File: config.mk
export PLATFORM = sky130hd
export DESIGN_NAME = keypad_scanner
export DESIGN_NICKNAME = d
export VERILOG_FILES = /design/src/rtl/keypad_scanner.sv
export SDC_FILE = /design/constraint.sdc
export NUM_CORES = 1
export LEC_CHECK = 0
export ABC_AREA = 1
export CAP_MARGIN = 40
export CORE_MARGIN = 2
export CORE_UTILIZATION = 55
export CTS_CLUSTER_SIZE = 8
export DETAILED_ROUTE_END_ITERATION = 7
export PLACE_DENSITY_LB_ADDON = 0.1
export SLEW_MARGIN = 20
export SYNTH_ARGS = -nofsm -noshare
export SYNTH_HDL_FRONTEND = slang
export SYNTH_SLANG_ARGS = --single-unit
File: constraint.sdc
create_clock -name clk -period 11.9 [get_ports clk]
set_input_delay 3.57 -clock clk [delete_from_list [all_inputs] [get_ports clk]]
set_output_delay 3.57 -clock clk [all_outputs]
set_load 0.01 [all_outputs]
File: src/rtl/keypad_scanner.sv
// 4x4 active-low keypad matrix scanner: column strobing, per-scan snapshot,
// single-key detection and press/release debounce.
//
// state      | meaning
// IDLE       | no key accepted, waiting for a single-key scan
// PRESS_DB   | counting consecutive scans of the same candidate key
// HELD       | key accepted and reported down
// RELEASE_DB | counting consecutive empty scans before reporting release
module keypad_scanner #(
  parameter int SCAN_DIV       = 1000,
  parameter int DEBOUNCE_SCANS = 4
) (
  input  logic       clk,
  input  logic       rst,
  input  logic [3:0] iRow,
  output logic [3:0] oCol,
  output logic [3:0] oKeyCode,
  output logic       oKeyValid,
  output logic       oKeyDown
);

  localparam int             DW         = (SCAN_DIV > 2) ? $clog2(SCAN_DIV) : 1;
  localparam logic [DW-1:0]  DWELL_LAST = DW'(SCAN_DIV - 1);
  localparam logic [3:0]     DB_TARGET  = 4'(DEBOUNCE_SCANS);
  localparam bit             DB_ONE     = (DEBOUNCE_SCANS <= 1);

  typedef enum logic [1:0] {
    ST_IDLE       = 2'd0,
    ST_PRESS_DB   = 2'd1,
    ST_HELD       = 2'd2,
    ST_RELEASE_DB = 2'd3
  } state_t;

  logic [3:0]    row_meta_q, row_sync_q;
  logic [DW-1:0] dwell_q, dwell_d;
  logic [1:0]    col_q, col_d;
  logic [3:0]    col_n_q, col_n_d;
  logic [15:0]   snap_q, snap_d, snap_cur;
  state_t        state_q, state_d;
  logic [3:0]    cand_q, cand_d;
  logic [3:0]    match_q, match_d;
  logic [3:0]    rel_q, rel_d;
  logic [3:0]    code_q, code_d;
  logic          valid_q, valid_d;
  logic          down_q, down_d;

  logic          sample_en, scan_done, single;
  logic [4:0]    hit_cnt;
  logic [3:0]    hit_idx;
  logic [3:0]    bit_idx;
  logic [3:0]    match_inc, rel_inc;

  function automatic logic [3:0] sat_inc(input logic [3:0] x);
    return (x == 4'hF) ? x : x + 4'd1;
  endfunction

  assign sample_en = (dwell_q == DWELL_LAST);
  assign scan_done = sample_en && (col_q == 2'd3);
  assign match_inc = sat_inc(match_q);
  assign rel_inc   = sat_inc(rel_q);

  always_comb begin
    dwell_d = sample_en ? '0 : dwell_q + DW'(1);
    col_d   = sample_en ? col_q + 2'd1 : col_q;
    col_n_d = ~(4'b0001 << col_d);
  end

  // Snapshot including the sample taken this cycle, so the column-3 bits are
  // visible to the scan-result decode on the same edge.
  always_comb begin
    snap_cur = snap_q;
    bit_idx  = '0;
    if (sample_en) begin
      for (int r = 0; r < 4; r++) begin
        bit_idx           = {2'(r), col_q};
        snap_cur[bit_idx] = ~row_sync_q[r];
      end
    end
    snap_d = scan_done ? '0 : snap_cur;
  end

  always_comb begin
    hit_cnt = '0;
    hit_idx = '0;
    for (int i = 0; i < 16; i++) begin
      if (snap_cur[i]) begin
        hit_cnt = hit_cnt + 5'd1;
        hit_idx = 4'(i);
      end
    end
    single = (hit_cnt == 5'd1);
  end

  always_comb begin
    state_d = state_q;
    cand_d  = cand_q;
    match_d = match_q;
    rel_d   = rel_q;
    code_d  = code_q;
    valid_d = 1'b0;
    down_d  = down_q;
    if (scan_done) begin
      unique case (state_q)
        ST_IDLE: begin
          if (single) begin
            cand_d  = hit_idx;
            match_d = 4'd1;
            if (DB_ONE) begin
              state_d = ST_HELD;
              code_d  = hit_idx;
              valid_d = 1'b1;
              down_d  = 1'b1;
            end else begin
              state_d = ST_PRESS_DB;
            end
          end
        end
        ST_PRESS_DB: begin
          if (!single) begin
            state_d = ST_IDLE;
          end else if (hit_idx == cand_q) begin
            match_d = match_inc;
            if (match_inc >= DB_TARGET) begin
              state_d = ST_HELD;
              code_d  = cand_q;
              valid_d = 1'b1;
              down_d  = 1'b1;
            end
          end else begin
            cand_d  = hit_idx;
            match_d = 4'd1;
          end
        end
        ST_HELD: begin
          // A different single key while held is deliberately ignored.
          if (!single) begin
            rel_d = 4'd1;
            if (DB_ONE) begin
              state_d = ST_IDLE;
              down_d  = 1'b0;
            end else begin
              state_d = ST_RELEASE_DB;
            end
          end
        end
        ST_RELEASE_DB: begin
          if (single) begin
            state_d = ST_HELD;
          end else begin
            rel_d = rel_inc;
            if (rel_inc >= DB_TARGET) begin
              state_d = ST_IDLE;
              down_d  = 1'b0;
            end
          end
        end
        default: state_d = ST_IDLE;
      endcase
    end
  end

  always_ff @(posedge clk) begin
    if (rst) begin
      row_meta_q <= 4'hF;
      row_sync_q <= 4'hF;
      dwell_q    <= '0;
      col_q      <= 2'd0;
      col_n_q    <= 4'b1110;
      snap_q     <= '0;
      state_q    <= ST_IDLE;
      cand_q     <= 4'h0;
      match_q    <= 4'h0;
      rel_q      <= 4'h0;
      code_q     <= 4'h0;
      valid_q    <= 1'b0;
      down_q     <= 1'b0;
    end else begin
      row_meta_q <= iRow;
      row_sync_q <= row_meta_q;
      dwell_q    <= dwell_d;
      col_q      <= col_d;
      col_n_q    <= col_n_d;
      snap_q     <= snap_d;
      state_q    <= state_d;
      cand_q     <= cand_d;
      match_q    <= match_d;
      rel_q      <= rel_d;
      code_q     <= code_d;
      valid_q    <= valid_d;
      down_q     <= down_d;
    end
  end

  assign oCol      = col_n_q;
  assign oKeyCode  = code_q;
  assign oKeyValid = valid_q;
  assign oKeyDown  = down_q;

endmodule

### Word-level counts from Yosys, hierarchy flattened

Index checks and enable logic that the tools add are counted.

* register bits after elaboration: 60
* logic and storage cells: 163
* input port bits: 6
* output and inout bits: 10

* equal/unequal tests: 20
* bitwise logic cells: 9
* reduce and logical (&&, ||, !) cells: 18
* multiplexer cells: 73
* order comparisons: 10
* shift-type cells: 1
* add/sub/neg operators: 19

Operators with widths (count)
* 4-bit 2-to-1 mux: 24
* 5-bit by 1-bit adder with 5-bit output, second input constant: 15
* 5-bit 2-to-1 mux: 15
* 16-bit bitwise mux: 4
* 4-bit one-hot mux with 2 select lines: 3
* 16-bit 2-to-1 mux: 1
* 2-bit 2-to-1 mux: 8
* 2-bit inequality test, second input constant: 8
* 1-bit 2-to-1 mux: 12
* 10-bit by 1-bit adder with 10-bit output, second input constant: 1
* 10-bit equality test, second input constant: 1
* 4-bit by 5-bit less-than comparator with 1-bit output, second input constant: 2
* 5-bit AND reduction: 2
* 3-bit inequality test, second input constant: 3
* 4-bit by 1-bit adder with 4-bit output, second input constant: 2
* 1-bit demux with 2-bit select: 4
* 4-bit equality test, second input constant: 2
* 4-bit by 1-bit greater-or-equal comparator with 1-bit output, second input constant: 2
* 4-bit by 3-bit greater-or-equal comparator with 1-bit output, second input constant: 2
* 1-bit NOT: 8
* 2-bit one-hot mux with 4 select lines: 1
* 4-bit AND reduction: 2
* 7-bit AND reduction: 1
* 2-bit equality test, second input constant: 3
* 17 further kinds: 24

### Depth between registers and ports, before layout

* depth in word-level cells: 43
* gate-level depth with buffers: 64
* mapped depth without buffers: 64

### Least setup slack after synthesis

Ideal clock, no wire load.

* kind: register to register
* start: reg dwell_q[0]
* end: reg cand_q[0]
* library setup time: 0.113 ns
* path slack: 3.593 ns
* required time: 11.787 ns
* arrival: 8.193 ns
* period minus slack after synthesis: 8.307 ns
* cell stages (with the launch flop): 61
* path buffers: 0
* cell sequence: dfxtp_1 ha_1 inv_1 nor2_4 nand3_4 nand2_1 nand2_2 ha_1 inv_1 nand3_1 nand2_2 ha_1 nand2_1 nand2_1 ha_1 nand2_1 nand2_1 ha_1 [25 not listed] nor2_1 o21bai_1 inv_1 ha_1 nand2_1 o21a_1 inv_1 ha_1 inv_1 nor2_1 nand3b_1 nand2_1 nor2_4 nand3_4 nor2_8 nand3b_4 o21ai_1 nor2_1

* longest elaborated chain between the ends: 36
* elaborated cells between the ends (all ways): 59
* classes of those cells: 15 x add/sub; 6 x eq/ne; 36 x mux; 2 x reduce/logical

RTL lines
* from (decl): line 35 `logic [DW-1:0] dwell_q, dwell_d;`
* from (signal assigned): line 180 `dwell_q <= dwell_d;`
* 10-bit equality test *: line 57 `assign sample_en = (dwell_q == DWELL_LAST);`
* 16-bit 2-to-1 mux: line 73 `if (sample_en) begin`
* 1-bit 2-to-1 mux: line 86 `if (snap_cur[i]) begin`
* 5-bit by 1-bit adder with 5-bit output: line 87 `hit_cnt = hit_cnt + 5'd1;`
* 5-bit 2-to-1 mux: line 86
* 5-bit by 1-bit adder with 5-bit output: line 87
* 5-bit 2-to-1 mux: line 86
* 5-bit by 1-bit adder with 5-bit output: line 87
* [20 not listed]
* 5-bit 2-to-1 mux: line 86
* 5-bit by 1-bit adder with 5-bit output: line 87
* 5-bit 2-to-1 mux: line 86
* 5-bit by 1-bit adder with 5-bit output: line 87
* 5-bit 2-to-1 mux: line 86
* 5-bit by 1-bit equality test with 1-bit output: line 91 `single = (hit_cnt == 5'd1);`
* 2-bit inequality test (no line)
* 5-bit AND reduction (no line)
* to (signal assigned): line 185 `cand_q <= cand_d;`
* to (decl): line 40 `logic [3:0] cand_q, cand_d;`

Every way passes the cells marked *; elsewhere a longest branch is shown, timed or not. The select of a mux whose other input is x is not followed.
A chain may end at the register's enable or synchronous reset.

### Final worst setup path

* start: reg dwell_q[0]
* end: reg cand_q[3]

Same word-level chain as after synthesis.

==> results by group <==
Floorplan
  – Die X: 97.02 µm
  – Row count: 33
  – Die height: 97.02 µm
  – IO Count: 16
  – Die Area: ~0.0094 mm²
  – Initial core utilization: 0.5733
  – Total core area: approximately 0.0083 mm²

Timing
  – # setup viols final: 0
  – Fin. Hold Viols: 0
  – Setup TNS: 0 ns
  – Worst slew margin: 0.4794
  – Slew Viols, Final: 0
  – Period utilization: 0.7682
  – Worst Max-Slew Pin Slew: 0.7785 ns
  – RSZ-0062 raised after global routing: false
  – PnR worst setup slack: approximately 2.8 ns
  – Max Freq: 109.4 MHz
  – Min cycle time layout: between 9 and 10 ns
  – Final Skew: 0.008152 ns

Pwr
  – Power density cells: 76.96 mW/mm²
  – Maximum VDD drop: 0.04334 mV
  – Total Power: 0.4014 mW
  – Leak Pwr: just under 3 nW

Global routing
  – GRT overflow: 0
  – Vias in the first global route: around 4300
  – Gr usage total: 0.2168
  – First-pass GRT wire length: 17510 µm
  – Largest net degree at the start of global routing: 22
  – Number of antenna violations at the first check in global routing: 0

Flow run
  – Max-cap violations: 0

Critical path
  – Crit path required time: about 12 ns
  – CP most frequent cell: nand2_1
  – Critical Path AT: roughly 9.4 ns
  – Worst reg2reg setup slack: around 2.8 ns
  – Register-to-Register Path Depth: 60
  – Crit-path max FO: 11
  – Setup CP Type: flop to flop
  – CP Launch Type: flop
  – Reg2reg end: cand_q[3]$_SDFFE_PP0P_
  – CP max-delay cell: dfxtp_1
  – Critical R2R Launch: dwell_q[0]$_SDFF_PP0_
  – Worst Setup SP: dwell_q[0]$_SDFF_PP0_
  – End of the critical path: cand_q[3]$_SDFFE_PP0P_
  – CP Capture Type: flop
  – Max stage delay on crit path: 0.37 ns

Logic synthesis
  – Synth area leaders: dfxtp_1 25%, nand2_1 15%, inv_1 9.4%
  – Area leader, netlist: dfxtp_1
  – Sequential fraction of the synthesis area: 0.2524
  – Area share of the largest cell type after synthesis: 0.2524
  – Syn nets: about 780
  – Distinct cells, synth: 45
  – Post-Synth Simple-Gate Area: 0.4733
  – Post-synthesis xor/xnor area fraction: 0.01473
  – YS warnings: 0
  – Synth Area per Inst: 6.328 µm²
  – FF+latch count, synth: 60
  – Cell count after synthesis: 752
  – Synth Area in Compound Gates: 0.07652
  – Largest family of logic cells by synthesized area: simple AND/OR/NAND/NOR gates
  – Mux cell area share after synthesis: 0.02182
  – Post-Syn Area: 0.004758 mm²
  – Adder-Cell Fraction of Synth Area: 0.05522

Final layout
  – Non-Filler Instances: just under 900
  – Ant diodes: 0
  – Fraction of layout cells with a size suffix above 1: 0.1452
  – Number of fillers in the final layout: 814
  – Post-route core utilization: 0.6285
  – Multi-input combinational cell area: roughly 0.0031 mm²
  – FF+latch area: 0.001201 mm²
  – Layout area overhead: 9.624%
  – Nets: 800

Hold path
  – Min-Delay Path Depth: 1
  – Hold Startpoint: row_meta_q[1]$_SDFF_PP1_
  – Hold Crit Class: flop to flop

Clock tree
  – Clk sink count: 60
  – Clock-pin slew on the worst setup and hold paths: around 0.070 ns
  – Clk root buf: clkbuf_8
  – Setup Buffers After CTS: 0
  – Clock buffer depth: 2
  – CTS Hold Buffers Added: 0
  – Post_cts resized: 0
  – H-tree levels: 3
  – CTS tree: built
  – CTS Buf Count: 9
  – Clk_lat worst skew: 0.34 ns

Route
  – Wire length per cell: 10.95 µm
  – Via/cell ratio: between 4 and 5
  – Max layer used: met4
  – Drt initial violations: approximately 180
  – Post-DRT Antenna Nets: 0
  – Met2 routed WL: ~4500 µm
  – Wl on met1: approximately 4700 µm
  – WL met3: roughly 210 µm
  – Drt pass-1 iters: 5
  – Vias post-DR: 4372
  – WL final: ~9700 µm
  – DRC Markers: 0

Run status
  – Status: complete, no violations

Placement
  – Hpwl dp: 7665 µm
  – Placed Cells: a little under 900
  – Number of buffers inserted by port buffering: 15
  – Pre-CTS setup slack: between 2 and 3 ns
  – Routability Congestion: about 0.86
[final cells by class]
cell class,instances,area share
Multi-Input combinational cell,560,0.5853
Inverter,127,0.09163
Clock buffer,12,0.02974
Clock inverter,4,0.009115
Sequential cell,60,0.2303
Tap cell,105,0.02519
Timing Repair Buffer,15,0.02878
[placed cells by master (no fill, tap or decap), types with 2 or more instances in the layout]
| cell type | synthesis | layout |
|---|---|---|
| clkdlybuf4s50_1 | 0 | 15 |
| nor2_2 | 3 | 3 |
| o211ai_1 | 2 | 2 |
| nand3_2 | 9 | 9 |
| nor2_1 | 95 | 95 |
| nand3_4 | 2 | 2 |
| nor3_1 | 6 | 6 |
| inv_2 | 7 | 7 |
| or2_2 | 18 | 18 |
| nor3b_1 | 3 | 3 |
| o21ai_0 | 22 | 22 |
| xnor2_1 | 2 | 2 |
| nand2_4 | 7 | 7 |
| nand3b_1 | 4 | 4 |
| mux2i_1 | 7 | 7 |
| nand3_1 | 63 | 63 |
| nor2_8 | 3 | 3 |
| nand2_2 | 36 | 36 |
| and3_1 | 2 | 2 |
| a21boi_0 | 2 | 2 |
| inv_1 | 119 | 119 |
| nand4_1 | 6 | 6 |
| a21oi_1 | 23 | 23 |
| dfxtp_1 | 60 | 60 |
| o21ai_1 | 5 | 5 |
| o21bai_1 | 3 | 3 |
| xor2_1 | 6 | 6 |
| nor2_4 | 5 | 5 |
| ha_1 | 21 | 21 |
| clkinv_2 | 1 | 3 |
| clkbuf_8 | 0 | 11 |
| o21a_1 | 2 | 2 |
| nand2_1 | 191 | 191 |
[worst min path at each step]
stage	to	slack, ns
after floorplan	row_sync_q[0]$_SDFF_PP1_	0.39
after global placement	row_sync_q[1]$_SDFF_PP1_	0.40
after detailed placement	row_sync_q[1]$_SDFF_PP1_	0.40
after CTS	row_sync_q[1]$_SDFF_PP1_	0.42
after global routing	row_sync_q[1]$_SDFF_PP1_	0.44
final	row_sync_q[1]$_SDFF_PP1_	0.42
[metrics by stage]
stage | cell area (µm²) | hold WS [ns]
floorplan | 4758 | 0.3895
global placement | 5014 | 0.3993
detailed placement | 5014 | 0.3980
CTS | 5216 | 0.4179
global route | 5216 | 0.4393
finish | 5216 | 0.4176
[state kept, by name, summed over array words and instances (netlist names), named ones only]
signal,flops
oKeyDown,1
row_meta_q,4
rel_q,4
oKeyCode,4
oCol,4
col_q,2
snap_q,16
cand_q,4
match_q,4
state_q,1
row_sync_q,4
oKeyValid,1
dwell_q,10
[power breakdown]
| part | switching, mW | internal, mW |
|---|---|---|
| Sequential | 0.00127 | 0.203 |
| Clock | 0.0805 | 0.107 |
| Combinational | 0.00562 | 0.00369 |
| Total | 0.0874 | 0.314 |
[cells in the mapped netlist, drive strengths merged]
cell type	instances
clkbuf	4
nand2	234
nor3	6
nand3	74
buf	1
o2111ai	1
inv	126
mux2	1
nand4	7
clkinv	1
ha	21
a21boi	2
dfxtp	60
o22ai	1
xnor2	2
xor2	6
nand3b	5
o21bai	3
o21ai	29
or2	21
o211ai	2
nor3b	3
mux2i	8
a21oi	23
nor2	106
and3	2
a31oi	1
o21a	2
[critical path: cells and delay by family (launching register included)]
family                   cells  cell delay, ns
flip-flops                   1            0.37
AO/OA/AOI/OAI                3            0.42
adder cells (fa/ha/maj)     15            4.02
buffers and inverters        6            0.43
AND/OR/NAND/NOR             36            3.79
[kinds of logic (layout without fill, tap and decap cells)]
| logic type | after synthesis | after routing |
|---|---|---|
| compound gates | 64 | 64 |
| xor+xnor | 8 | 8 |
| fa+ha+maj | 21 | 21 |
| buf+inv | 132 | 158 |
| flops | 60 | 60 |
| mux | 9 | 9 |
| simple gates | 458 | 458 |
[per-layer routing]
layer | vias to the layer above | track usage
met2 | 45 | 0.3889
li1 | 2393 | -
met3 | 16 | 0.03107
met1 | 1918 | 0.2603
met5 | - | 0
met4 | 0 | 0.08342
(Power assumes the default switching activity.)
